<file path="src/rtl/syscall_sequencer_pkg.sv">
// Shared types and constants for the syscall sequencer: FSM states, syscall
// codes, error codes, string-window defaults and the byte-lane selector.
package syscall_sequencer_pkg;

  typedef enum logic [2:0] {
    ST_IDLE     = 3'd0,
    ST_INT      = 3'd1,
    ST_STR_RD   = 3'd2,
    ST_STR_EMIT = 3'd3,
    ST_DONE     = 3'd4,
    ST_HALT     = 3'd5
  } state_e;

  localparam logic [31:0] SYS_PRINT_INT = 32'd1;
  localparam logic [31:0] SYS_PRINT_STR = 32'd4;
  localparam logic [31:0] SYS_EXIT      = 32'd10;

  localparam logic [1:0] ERR_NONE     = 2'd0;
  localparam logic [1:0] ERR_BAD_CODE = 2'd1;
  localparam logic [1:0] ERR_BAD_ADDR = 2'd2;
  localparam logic [1:0] ERR_BREAK    = 2'd3;

  localparam logic [31:0] TEXT_BASE_DEF  = 32'h0040_0000;
  localparam logic [31:0] TEXT_LIMIT_DEF = 32'h0040_0400;

  // Little-endian byte lane: lane 0 is word[7:0].
  function automatic logic [7:0] byte_sel(input logic [31:0] word, input logic [1:0] idx);
    logic [7:0] b;
    case (idx)
      2'd0:    b = word[7:0];
      2'd1:    b = word[15:8];
      2'd2:    b = word[23:16];
      2'd3:    b = word[31:24];
      default: b = 8'h00;
    endcase
    return b;
  endfunction

endpackage

</file>
<file path="src/rtl/syscall_sequencer_counters.sv">
// Free-running cycle counter and retired-instruction counter, both frozen
// while the sequencer is halted.
module sysc_counters (
  input  logic        clk,
  input  logic        rst_n,
  input  logic        en_i,
  input  logic        retire_i,
  output logic [31:0] cycle_count_o,
  output logic [31:0] insn_count_o
);

  logic [31:0] cycle_q, cycle_d;
  logic [31:0] insn_q, insn_d;

  // Next-count logic; both counters wrap naturally at 2^32.
  always_comb begin
    cycle_d = cycle_q;
    insn_d  = insn_q;
    if (en_i) begin
      cycle_d = cycle_q + 32'd1;
      if (retire_i) begin
        insn_d = insn_q + 32'd1;
      end else begin
        insn_d = insn_q;
      end
    end else begin
      cycle_d = cycle_q;
      insn_d  = insn_q;
    end
  end

  // Counter registers.
  always_ff @(posedge clk or negedge rst_n) begin
    if (!rst_n) begin
      cycle_q <= 32'd0;
      insn_q  <= 32'd0;
    end else begin
      cycle_q <= cycle_d;
      insn_q  <= insn_d;
    end
  end

  assign cycle_count_o = cycle_q;
  assign insn_count_o  = insn_q;

endmodule

</file>
<file path="src/rtl/syscall_sequencer.sv">
// Syscall sequencer: stalls the pipeline on a syscall, streams integer or
// NUL-terminated string output over a valid/ready channel, and handles exit.
module syscall_sequencer
  import syscall_sequencer_pkg::*;
#(
  parameter logic [31:0] TEXT_BASE  = TEXT_BASE_DEF,
  parameter logic [31:0] TEXT_LIMIT = TEXT_LIMIT_DEF
) (
  input  logic        clk,
  input  logic        rst_n,
  input  logic        sys_i,
  input  logic        brk_i,
  input  logic [31:0] regv_i,
  input  logic [31:0] rega_i,
  input  logic        retire_i,
  input  logic [29:0] fetch_addr_i,
  output logic [29:0] imem_addr_o,
  input  logic [31:0] imem_data_i,
  output logic [31:0] inst_o,
  output logic        stall_o,
  output logic        out_valid_o,
  output logic        out_is_int_o,
  output logic [31:0] out_data_o,
  input  logic        out_ready_i,
  output logic        halt_o,
  output logic        err_o,
  output logic [1:0]  err_code_o,
  output logic [31:0] cycle_count_o,
  output logic [31:0] insn_count_o
);

  localparam logic [29:0] LIMIT_WORD = TEXT_LIMIT[31:2];

  state_e      state_q;
  logic [29:0] ptr_q;
  logic [1:0]  bidx_q;
  logic [31:0] wbuf_q;
  logic        out_valid_q;
  logic        out_is_int_q;
  logic [31:0] out_data_q;
  logic        halt_q;
  logic        err_q;
  logic [1:0]  err_code_q;

  logic        in_window_s;
  logic [7:0]  rd_byte_s;
  logic [1:0]  bidx_inc_s;
  logic [7:0]  nxt_byte_s;
  logic        last_word_s;

  assign in_window_s = (rega_i >= TEXT_BASE) && (rega_i < TEXT_LIMIT);
  assign rd_byte_s   = byte_sel(imem_data_i, bidx_q);
  assign bidx_inc_s  = bidx_q + 2'd1;
  assign nxt_byte_s  = byte_sel(wbuf_q, bidx_inc_s);
  assign last_word_s = (ptr_q + 30'd1) == LIMIT_WORD;

  // Instruction-memory port is shared: fetch owns it only while idle.
  always_comb begin
    if (state_q == ST_IDLE) begin
      imem_addr_o = fetch_addr_i;
      inst_o      = imem_data_i;
      stall_o     = sys_i;
    end else begin
      imem_addr_o = ptr_q;
      inst_o      = 32'h0000_0000;
      stall_o     = 1'b1;
    end
  end

  // Sequencer FSM; the next output beat is computed on entry to STR_EMIT so
  // that out_valid/out_data come straight from registers.
  always_ff @(posedge clk or negedge rst_n) begin
    if (!rst_n) begin
      state_q      <= ST_IDLE;
      ptr_q        <= 30'd0;
      bidx_q       <= 2'd0;
      wbuf_q       <= 32'd0;
      out_valid_q  <= 1'b0;
      out_is_int_q <= 1'b0;
      out_data_q   <= 32'd0;
      halt_q       <= 1'b0;
      err_q        <= 1'b0;
      err_code_q   <= ERR_NONE;
    end else begin
      err_q <= 1'b0;
      case (state_q)
        ST_IDLE: begin
          if (sys_i) begin
            if (brk_i) begin
              state_q    <= ST_HALT;
              halt_q     <= 1'b1;
              err_q      <= 1'b1;
              err_code_q <= ERR_BREAK;
            end else if (regv_i == SYS_PRINT_INT) begin
              state_q      <= ST_INT;
              out_valid_q  <= 1'b1;
              out_is_int_q <= 1'b1;
              out_data_q   <= rega_i;
            end else if (regv_i == SYS_PRINT_STR) begin
              if (in_window_s) begin
                state_q <= ST_STR_RD;
                ptr_q   <= rega_i[31:2];
                bidx_q  <= rega_i[1:0];
              end else begin
                state_q    <= ST_DONE;
                err_q      <= 1'b1;
                err_code_q <= ERR_BAD_ADDR;
              end
            end else if (regv_i == SYS_EXIT) begin
              state_q <= ST_HALT;
              halt_q  <= 1'b1;
            end else begin
              state_q    <= ST_DONE;
              err_q      <= 1'b1;
              err_code_q <= ERR_BAD_CODE;
            end
          end else begin
            state_q <= ST_IDLE;
          end
        end
        ST_INT: begin
          if (out_ready_i) begin
            out_valid_q <= 1'b0;
            state_q     <= ST_DONE;
          end else begin
            state_q <= ST_INT;
          end
        end
        ST_STR_RD: begin
          wbuf_q       <= imem_data_i;
          out_valid_q  <= (rd_byte_s != 8'h00);
          out_is_int_q <= 1'b0;
          out_data_q   <= {24'h00_0000, rd_byte_s};
          state_q      <= ST_STR_EMIT;
        end
        ST_STR_EMIT: begin
          if (!out_valid_q) begin
            // Terminator reached: no beat was presented for it.
            state_q <= ST_DONE;
          end else if (out_ready_i) begin
            if (bidx_q != 2'd3) begin
              bidx_q      <= bidx_inc_s;
              out_valid_q <= (nxt_byte_s != 8'h00);
              out_data_q  <= {24'h00_0000, nxt_byte_s};
            end else begin
              bidx_q      <= 2'd0;
              out_valid_q <= 1'b0;
              if (last_word_s) begin
                state_q    <= ST_DONE;
                err_q      <= 1'b1;
                err_code_q <= ERR_BAD_ADDR;
              end else begin
                ptr_q   <= ptr_q + 30'd1;
                state_q <= ST_STR_RD;
              end
            end
          end else begin
            state_q <= ST_STR_EMIT;
          end
        end
        ST_DONE: begin
          state_q <= ST_IDLE;
        end
        ST_HALT: begin
          state_q <= ST_HALT;
        end
        default: begin
          state_q <= ST_IDLE;
        end
      endcase
    end
  end

  assign out_valid_o  = out_valid_q;
  assign out_is_int_o = out_is_int_q;
  assign out_data_o   = out_data_q;
  assign halt_o       = halt_q;
  assign err_o        = err_q;
  assign err_code_o   = err_code_q;

  sysc_counters u_counters (
    .clk           (clk),
    .rst_n         (rst_n),
    .en_i          (~halt_q),
    .retire_i      (retire_i),
    .cycle_count_o (cycle_count_o),
    .insn_count_o  (insn_count_o)
  );

endmodule

</file>
<file path="config.mk">
export PLATFORM = sky130hd
export DESIGN_NAME = syscall_sequencer
export DESIGN_NICKNAME = d
export VERILOG_FILES = /design/src/rtl/syscall_sequencer_pkg.sv /design/src/rtl/syscall_sequencer_counters.sv /design/src/rtl/syscall_sequencer.sv
export SDC_FILE = /design/constraint.sdc
export NUM_CORES = 1
export LEC_CHECK = 0
export ABC_AREA = 1
export CAP_MARGIN = 30
export CORE_MARGIN = 8
export CORE_UTILIZATION = 52
export DETAILED_ROUTE_END_ITERATION = 6
export PLACE_DENSITY = 0.95
export SYNTH_ARGS = -nofsm -noshare
export SYNTH_HDL_FRONTEND = slang
export SYNTH_SLANG_ARGS = --single-unit
</file>
<file path="constraint.sdc">
create_clock -name clk -period 6.3 [get_ports clk]
set_input_delay 1.26 -clock clk [delete_from_list [all_inputs] [get_ports clk]]
set_output_delay 1.26 -clock clk [all_outputs]
set_load 0.02 [all_outputs]
</file>
==> results of run 1 <==
==> layout make-up <==
type                    count  share of cell area
well taps                 234              0.0215
clock inverters            13              0.0131
inverters                 179              0.0493
clock buffers              19              0.0318
repair buffers            303               0.224
multi-input cells         964               0.350
flip-flops and latches    169               0.311
==> power groups by stage <==
stage                     Sequential (mW)  Clock [mW]  Combinational (mW)
after CTS                            1.65        1.13                2.79
after detailed placement             1.66           0                2.76
after global placement               1.64           0                2.70
after floorplan                      1.73           0                1.51
final                                1.65        1.12                2.84
after global routing                 1.69        1.17                3.08
==> synth_stat cells, drive strengths merged, types with 8 or more instances <==
cell    instances
ha             10
dfrtp         169
inv           178
o21ai         129
nand2         320
nor3           25
nand3          71
nor2          207
nor4            8
o22ai          17
xor2           47
a21oi          48
nand4          25
a31oi          11
xnor2          18
buf            11
clkbuf         35
==> routing by layer <==
layer	part of all wire	vias to the layer above
met1	0.38	4873
li1	-	4911
met5	0.00030	-
met3	0.095	96
met2	0.49	587
met4	0.038	2
==> worst max-delay path, delay by kind of cell (launching register included) <==
| family | cells | cell delay [ns] |
|---|---|---|
| buf+inv | 3 | 1.21 |
| simple gates | 3 | 0.39 |
| flops | 1 | 0.47 |
| compound gates | 1 | 0.10 |
==> sequential cells by signal, summed over array words and instances, names as in the netlist <==
name	flops
state_q	3
bidx_q	2
out_data_o	32
out_valid_o	1
u_counters.insn_count_o	32
err_code_o	2
u_counters.cycle_count_o	32
ptr_q	30
halt_o	1
err_o	1
out_is_int_o	1
wbuf_q	32
==> logic make-up (layout without fill, tap and decap cells) <==
kind of cell               count (synthesis)  count (layout)
AOI/OAI and AO/OA                        223             223
adders and majority gates                 10              10
DFF                                      169             169
and+or+nand+nor                          663             663
buffers and inverters                    225             514
xor gates and xnor gates                  65              65
muxes                                      3               3
==> final timing paths <==
path | from | endpoint
worst max-delay path | state_q[2]$_DFFE_PN0P_ | imem_addr_o[2]
worst min-delay path | u_counters.cycle_count_o[31]$_DFFE_PN0N_ | u_counters.cycle_count_o[31]$_DFFE_PN0N_
worst max register to register | state_q[2]$_DFFE_PN0P_ | out_data_o[1]$_DFFE_PN0P_
worst min register to register | u_counters.cycle_count_o[31]$_DFFE_PN0N_ | u_counters.cycle_count_o[31]$_DFFE_PN0N_
max in group asynchronous | rst_n | state_q[1]$_DFFE_PN0P_
min in group asynchronous | rst_n | ptr_q[8]$_DFFE_PN0P_
==> stage by stage <==
| step | hold WS [ns] | setup WS, ns |
|---|---|---|
| after floorplan | 0.448 | 3.30 |
| after global placement | 0.467 | 2.21 |
| after detailed placement | 0.456 | 2.04 |
| after CTS | 0.477 | 2.42 |
| after global routing | 0.490 | 2.25 |
| final | 0.473 | 2.42 |
==> results.toml, run 1 <==
[route]
drt-vias-per-instance = 5.57
ant_nets = 0
drt_drc_violations_left = 0
wire_per_inst_microns = 17.6
route.vias.total = 10469
drt_first_iter_violations = 935
totalWireLength_microns = 33200
firstDrtPassIters = 6

[worst_setup_path]
timing.critical_path.arrival_ns = 2.62
rr_worst_depth = 9
endpoint_kind = "primary output"
worstPathCellList = "nor2_1 > nand2_1 > clkinv_1 > buf_4 > nand2_1 > o21ai_0 > clkdlybuf4s50_1"
cp_common_cell = "nand2_1"
slowest_delay_ns = 0.67
critical_path.slowest_cell = "clkdlybuf4s50_1"
timing.setup.critical_path_class = "register to primary output"
path_max_fanout = 58
worst_ep_required_time_ns = 5.04
reg2reg_setup_slack_ns = 3.07
critical_path.startpoint_type = "register"

[synth]
netlist.top_cell.by_area = "dfrtp_1"
synth-simple-area-share = 0.286
synth_top_area_frac = 0.429
synthesis.yosys.warnings = 0
yosys-top-cells-area = "dfrtp_1 43%, nand2_1 12%, nor2_1 7.3%, inv_1 6.5%, o21ai_0 6.4%"
synth_area_per_cell_sq_um = 7.26
synth.yosys.seq_area_share = 0.429
ys.flop_type = "dfrtp_1"
synth_edf_count = 0
synth_adder_area_share = 0.0127
mappedNetlistNets = 1500
synth_compound_area_frac = 0.123
mappedNetlistArea_sq_um = 9860
synth-xor-area-share = 0.0577
mux_cell_area_share_after_synthesis = 0.00330
number_of_unique_standard_cell_types_used_by_synthesis = 45
synth_top_family_by_area = "simple AND/OR/NAND/NOR gates"
synthesis_stage_register_bit_count = 169
synth-async-reset-ratio = 1.00
netlist_instances = 1358

[floorplan]
die_h_microns = 154
fp.coreArea_sq_um = 18600
fp.dieArea_sq_um = 23600
fp-row-count = 50
design.portCount = 297
horizontal_extent_of_the_die_microns = 154
initial_utilization = 0.529

[hold_path]
timing.hold.worst.class = "register to register"
hold-path-cell-count = 1

[pwr]
p_clk_frac = 0.200
comb_power_share = 0.506
cellInternalPower_mw = 3.16
total_switching_power_mw = 2.46
switching_share = 0.437
post-layout-total-power_mw = 5.61
power.leakage_nw = 6.40
ir_worst_vdd_uv = 238
power_share_of_the_sequential_group = 0.295
powerDensity_nw_per_um2 = 412

[grt]
number_of_global_route_vias_before_repair = 10215
use_met3 = 0.0788
first_pass_grt_wire_length_microns = 52900
antenna_found_initial = 1
grt-busiest-layer = "met2"
track_usage = 0.277
groute.layer.met2.usage = 0.470
global_route.usage.met1 = 0.324
global_route.overflow_total = 0
grt_start_max_net_pins = 65

[timing]
finalWorstPathRequiredPeriod_ns = 3.88
finClkSkew_ns = 0.0162
relSlewSlack = 0.387
unrepaired_setup_endpoints_after_global_routing = "false"
setup-tns-final_ns = 0
report.final.slew_viol_count = 0
max_freq_mhz = 257
setup_viol_count_final = 0
worstMarginPinSlew_ns = 0.916
timing.final.hold_violations = 0
post-route-period-util = 0.617

[clock_tree]
cts_repair_resize_count = 0
postCtsSetupBuffers = 0
clock_tree.htree_level_count = 4
clock_tree.buffer_depth = 2
clock-root-buffer = "clkbuf_16"
clk_transition_reported_paths_ns = 0.07
cts_num_sinks = 169
clock_tree_from_tritoncts = "built"
insertion_delay_ns = 0.44
cts_inserted_buffers = 17
post_cts_hold_buffers = 0

[finish]
top_library_cells_by_usage_in_the_layout_fill_and_taps_aside = "316 x nand2_1, 295 x clkdlybuf4s50_1, 191 x nor2_1"
design_area_sq_um = 13600
fin_cells = 1881
synthToLayoutAreaGrowth_pct = 38.1
final.fill_count = 1404
layout-drive-gt1-share = 0.0437
seqCellArea_sq_um = 4230
antenna_cells_inserted = 0
num-nets-final = 1776
final_common_cell = "nand2_1"
multi_input_area_sq_um = 4760
final_util = 0.731

[place]
dp_hpwl_microns = 25100
post-place-cells = 1847
placer_congestion_estimate = 0.949
dpl-instance-area_sq_um = 13000
port-buffer-count = 296

[outcome]
status = "complete, no violations"

[flow_run]
drv.max_cap_violation_count = 0
No activity file was read; power rests on OpenSTA's default activity.
==> inputs of run 2 (changes only) <==
--- a/config.mk
+++ b/config.mk
@@ -8,9 +8,9 @@
 export ABC_AREA = 1
 export CAP_MARGIN = 30
 export CORE_MARGIN = 8
-export CORE_UTILIZATION = 52
+export CORE_UTILIZATION = 43
 export DETAILED_ROUTE_END_ITERATION = 6
-export PLACE_DENSITY = 0.95
+export PLACE_DENSITY = 0.85
 export SYNTH_ARGS = -nofsm -noshare
 export SYNTH_HDL_FRONTEND = slang
 export SYNTH_SLANG_ARGS = --single-unit
==> constraint.sdc (replaced) <==
create_clock -name clk -period 3.5 [get_ports clk]
set_input_delay 0.7 -clock clk [delete_from_list [all_inputs] [get_ports clk]]
set_output_delay 0.7 -clock clk [all_outputs]
set_load 0.02 [all_outputs]
==> run 2 against run 1 <==
  * Clock power up 74%
  * Sequential cell count unchanged
  * First-iteration DRC count down 15%
  * Largest power group unchanged
==> results.toml, run 2 (synthesis gave the netlist of run 1 again) <==
[worst_setup_path]
slowest_delay_ns = 0.64
critical_path.slowest_cell = "clkdlybuf4s50_1"
critPathBufInv = 3
worstPathCellList = "nor2_1 > nand2_1 > clkinv_1 > buf_12 > o21ai_0 > clkdlybuf4s50_1"
worst_ep_required_time_ns = 2.80
timing.rr.end = "ptr_q[9]$_DFFE_PN0P_"
timing.rr.start = "ptr_q[1]$_DFFE_PN0P_"
timing.setup.critical_path_class = "register to primary output"
critical_path.startpoint_type = "register"
critical_path.top_delay_family = "buffers and inverters"
endpoint_kind = "primary output"
timing.critical_path.arrival_ns = 2.45
rr_worst_depth = 14
path_max_fanout = 57
reg2reg_setup_slack_ns = 0.47

[floorplan]
horizontal_extent_of_the_die_microns = 167
fp-row-count = 55
fp.coreArea_sq_um = 22600
die_h_microns = 167
design.portCount = 297
initial_utilization = 0.437
fp.dieArea_sq_um = 28000

[route]
wire_per_inst_microns = 16.9
drt_first_iter_violations = 792
drt_drc_violations_left = 0
totalWireLength_microns = 32800
drt-vias-per-instance = 5.21
ant_nets = 0
firstDrtPassIters = 5
route.vias.total = 10077

[clock_tree]
clock_tree_from_tritoncts = "built"
insertion_delay_ns = 0.43
post_cts_hold_buffers = 0
clock_tree.htree_level_count = 4
cts_inserted_buffers = 17
clk_transition_reported_paths_ns = 0.08
clock_tree.buffer_depth = 2
clock-root-buffer = "clkbuf_16"
cts_repair_resize_count = 0
postCtsSetupBuffers = 0
cts_num_sinks = 169

[grt]
number_of_global_route_vias_before_repair = 10114
grt_start_max_net_pins = 72
track_usage = 0.231
first_pass_grt_wire_length_microns = 52700
antenna_found_initial = 1
global_route.overflow_total = 0

[finish]
synthToLayoutAreaGrowth_pct = 38.9
antenna_cells_inserted = 0
layout-drive-gt1-share = 0.0478
final.fill_count = 2014
num-nets-final = 1780
final_common_cell = "nand2_1"
fin_cells = 1936
top_library_cells_by_usage_in_the_layout_fill_and_taps_aside = "316 x nand2_1, 294 x clkdlybuf4s50_1, 191 x nor2_1"

[timing]
max_freq_mhz = 318
finalWorstPathRequiredPeriod_ns = 3.15
finClkSkew_ns = 0.0128
setup-tns-final_ns = 0
unrepaired_setup_endpoints_after_global_routing = "false"
setup_viol_count_final = 0
report.final.slew_viol_count = 0
post-route-period-util = 0.899
timing.final.hold_violations = 0
worstMarginPinSlew_ns = 0.699
relSlewSlack = 0.533

[place]
post-place-cells = 1904
dp_hpwl_microns = 25500
port-buffer-count = 296
placer_congestion_estimate = 0.921

[pwr]
ir_worst_vdd_uv = 405
p_clk_frac = 0.195
comb_power_share = 0.508
powerDensity_nw_per_um2 = 728
switching_share = 0.443
power.leakage_nw = 6.42
power_share_of_the_sequential_group = 0.297
cellInternalPower_mw = 5.55
total_switching_power_mw = 4.41

[flow_run]
drv.max_cap_violation_count = 0

[hold_path]
timing.hold.worst.class = "input pin to async pin"

[outcome]
status = "complete, no violations"
[run 2: cell count changes in the layout (fill, tap and decap cells not counted), sizes merged]
cell | before | now
buf | 8 | 13
bufinv | 3 | 1
clkbuf | 19 | 17
inv | 186 | 185
clkdlybuf4s50 | 295 | 294
clkinv | 3 | 8
[run 2: per-layer routing]
metal  vias to the layer above  wire [microns]  track usage
li1                       4930               -            -
met1                      4688           13400        0.280
met2                       414           16100        0.399
met3                        43            2460       0.0557
met4                         2             713       0.0699
met5                         -              13            0
[run 2: power by group through the flow]
| stage | Combinational [mW] | Clock (mW) | Sequential, mW |
|---|---|---|---|
| floorplan | 2.73 | 0 | 3.12 |
| global placement | 4.95 | 0 | 2.95 |
| finish | 5.07 | 1.95 | 2.96 |
| detailed placement | 5.05 | 0 | 2.98 |
| CTS | 5.09 | 1.99 | 2.95 |
| global route | 5.56 | 2.06 | 3.02 |
[run 2: how the worst max path moves through the flow]
stage / slack (ns) / start / end / depth (start not counted)
after detailed placement: 0.42 / rega_i[13] / ptr_q[9]$_DFFE_PN0P_ / 10
after global placement: 0.48 / rega_i[25] / ptr_q[14]$_DFFE_PN0P_ / 12
after floorplan: 1.06 / state_q[2]$_DFFE_PN0P_ / imem_addr_o[29] / 6
after global routing: 0.13 / ptr_q[0]$_DFFE_PN0P_ / ptr_q[12]$_DFFE_PN0P_ / 14
final: 0.35 / state_q[2]$_DFFE_PN0P_ / imem_addr_o[3] / 6
after CTS: 0.36 / state_q[2]$_DFFE_PN0P_ / imem_addr_o[3] / 6
[run 2: cell type report]
cell class	count	area, sq um	area share
multi-input cells	964	4760	0.348
repair buffers	307	3070	0.224
inverters	179	672	0.0491
flip-flops and latches	169	4230	0.309
well taps	285	357	0.0260
clock buffers	17	425	0.0311
clock inverters	15	181	0.0132
[run 2: metrics by stage]
| step | power [mW] | area (sq um) | utilization | hold WS [ns] | worst slack (ns) |
|---|---|---|---|---|---|
| floorplan | 5.84 | 9860 | - | 0.404 | 1.06 |
| global placement | 7.90 | 13100 | 0.580 | 0.461 | 0.483 |
| detailed placement | 8.03 | 13100 | 0.580 | 0.460 | 0.417 |
| CTS | 10.0 | 13700 | 0.607 | 0.276 | 0.363 |
| global route | 10.6 | 13700 | 0.607 | 0.290 | 0.133 |
| finish | 9.97 | 13700 | 0.607 | 0.240 | 0.353 |
==> inputs of run 3 (changes only) <==
--- a/config.mk
+++ b/config.mk
@@ -7,10 +7,13 @@
 export LEC_CHECK = 0
 export ABC_AREA = 1
 export CAP_MARGIN = 30
+export CELL_PAD_IN_SITES_DETAIL_PLACEMENT = 1
+export CELL_PAD_IN_SITES_GLOBAL_PLACEMENT = 1
 export CORE_MARGIN = 8
-export CORE_UTILIZATION = 43
+export CORE_UTILIZATION = 30
+export CTS_CLUSTER_SIZE = 10
 export DETAILED_ROUTE_END_ITERATION = 6
-export PLACE_DENSITY = 0.85
+export PLACE_DENSITY = 0.84
 export SYNTH_ARGS = -nofsm -noshare
 export SYNTH_HDL_FRONTEND = slang
 export SYNTH_SLANG_ARGS = --single-unit
==> run 3 against run 2 <==
  * Sequential cell count unchanged
  * Setup slack got worse by 0.12 ns
  * Wire length is 18% higher
  * Highest routed layer unchanged
  * Via count rose by 2.1%
  * Global-route usage shrank 3.1 points
  * Die area rose by 39%
  * Largest power group unchanged
  * Clock skew shrank 0.0027 ns
  * Combinational power grew 2%
  * Cell count is 8.2% higher
  * Sequential power about the same
  * Power rose by 1.8%
  * Hold slack improved by 0.041 ns
==> results.toml, run 3 (synthesis gave the netlist of run 1 again) <==
[worst_setup_path]
endpoint_kind = "primary output"
timing.setup.critical_path_class = "register to primary output"
worst_ep_required_time_ns = 2.80
path_max_fanout = 62
cp_common_cell = "nand2_1"
slowest_delay_ns = 0.63
critical_path.slowest_cell = "clkdlybuf4s50_1"
timing.critical_path.arrival_ns = 2.57
worstPathCellList = "nor2_1 > nand2_1 > clkinv_1 > buf_4 > nand2_1 > o21ai_0 > clkdlybuf4s50_1"
rr_worst_depth = 14
critical_path.startpoint_type = "register"

[finish]
final.fill_count = 3968
fin_cells = 2094
synthToLayoutAreaGrowth_pct = 40.7
final_common_cell = "nand2_1"
layout-drive-gt1-share = 0.0478
top_library_cells_by_usage_in_the_layout_fill_and_taps_aside = "316 x nand2_1, 294 x clkdlybuf4s50_1, 191 x nor2_1"
num-nets-final = 1781

[grt]
track_usage = 0.200
first_pass_grt_wire_length_microns = 61800
grt_start_max_net_pins = 73
number_of_global_route_vias_before_repair = 11157
antenna_found_initial = 3
global_route.overflow_total = 0

[route]
drt_drc_violations_left = 0
route.vias.total = 10284
ant_nets = 0
drt_first_iter_violations = 499
wire_per_inst_microns = 18.5
firstDrtPassIters = 5
totalWireLength_microns = 38800
drt-vias-per-instance = 4.91

[clock_tree]
clock-root-buffer = "clkbuf_16"
post_cts_hold_buffers = 0
cts_num_sinks = 169
postCtsSetupBuffers = 0
cts_inserted_buffers = 17
cts_repair_resize_count = 0
clock_tree_from_tritoncts = "built"
clk_transition_reported_paths_ns = 0.07
clock_tree.htree_level_count = 4
insertion_delay_ns = 0.43
clock_tree.buffer_depth = 2

[place]
post-place-cells = 2062
dp_hpwl_microns = 30500
port-buffer-count = 296
placement.setup.worst_slack_ns = 0.227
placer_congestion_estimate = 0.891

[timing]
worstMarginPinSlew_ns = 0.703
relSlewSlack = 0.531
worst_slack_ns = 0.235
finalWorstPathRequiredPeriod_ns = 3.27
unrepaired_setup_endpoints_after_global_routing = "false"
report.final.slew_viol_count = 0
setup-tns-final_ns = 0
setup_viol_count_final = 0
timing.final.hold_violations = 0
post-route-period-util = 0.933
max_freq_mhz = 306
finClkSkew_ns = 0.0101

[pwr]
ir_worst_vdd_uv = 355
powerDensity_nw_per_um2 = 731
power.leakage_nw = 6.41

[outcome]
status = "complete, no violations"

[floorplan]
initial_utilization = 0.304
fp-row-count = 66
fp.dieArea_sq_um = 38900
horizontal_extent_of_the_die_microns = 197
fp.coreArea_sq_um = 32500
die_h_microns = 197
design.portCount = 297

[hold_path]
timing.hold.worst.class = "input pin to async pin"

[flow_run]
drv.max_cap_violation_count = 0
==> run 3: cell count changes in the layout (fill, tap and decap cells not counted), moves of 2 or more <==
cell / previous run / this run
clkinv_8: 3 / 0
inv_8: 4 / 1
buf_4: 10 / 12
inv_6: 3 / 6
==> run 3: metal layers <==
layer / global-route usage / share of wire / wire length [microns]
met3: 0.0511 / 0.063 / 2440
met1: 0.239 / 0.42 / 16400
met2: 0.350 / 0.49 / 19100
met5: 0 / 0.00070 / 27
met4: 0.0543 / 0.019 / 741
==> run 3: worst paths after layout <==
kind / from / slack [ns] / to
worst max-delay path: state_q[2]$_DFFE_PN0P_ / 0.23 / imem_addr_o[28]
worst min-delay path: rst_n / 0.28 / u_counters.cycle_count_o[12]$_DFFE_PN0N_
worst max register to register: ptr_q[1]$_DFFE_PN0P_ / 0.27 / ptr_q[10]$_DFFE_PN0P_
worst min register to register: u_counters.cycle_count_o[31]$_DFFE_PN0N_ / 0.47 / u_counters.cycle_count_o[31]$_DFFE_PN0N_
max in group asynchronous: rst_n / 2.27 / out_data_o[8]$_DFFE_PN0P_
min in group clk: u_counters.cycle_count_o[31]$_DFFE_PN0N_ / 0.47 / u_counters.cycle_count_o[31]$_DFFE_PN0N_
==> run 3: final cells by class <==
cell class / count / area, sq um / share of cell area
inverter: 179 / 672 / 0.0484
sequential: 169 / 4230 / 0.305
timing repair buffer: 308 / 3060 / 0.221
clock inverter: 13 / 158 / 0.0114
antenna: 1 / 2.50 / 0.000180
clock buffer: 18 / 439 / 0.0316
multi-input combinational: 964 / 4760 / 0.343
tap: 442 / 553 / 0.0398
==> run 3: power breakdown <==
part	leakage [nW]	switching (mW)	internal [mW]	total (mW)
clock	0.291	0.898	1.09	1.99
sequential	2.10	0.449	2.53	2.98
combinational	4.01	3.20	1.98	5.17
total	6.41	4.54	5.60	10.1
==> run 3: through the flow <==
step	util	power [mW]	area, sq um	hold slack, ns
3_5_place_dp	0.409	8.20	13300	0.459
6_report	0.428	10.1	13900	0.281
2_1_floorplan	-	5.84	9860	0.404
5_1_grt	0.428	10.9	13900	0.325
3_3_place_gp	0.409	8.03	13300	0.458
4_1_cts	0.428	10.3	13900	0.300
==> run 3: worst max-delay path: cells and delay by family (launching register included) <==
kind,cells,cell delay (ns)
flip-flops,1,0.47
AND/OR/NAND/NOR,3,0.40
AO/OA/AOI/OAI,1,0.10
buffers and inverters,3,1.13
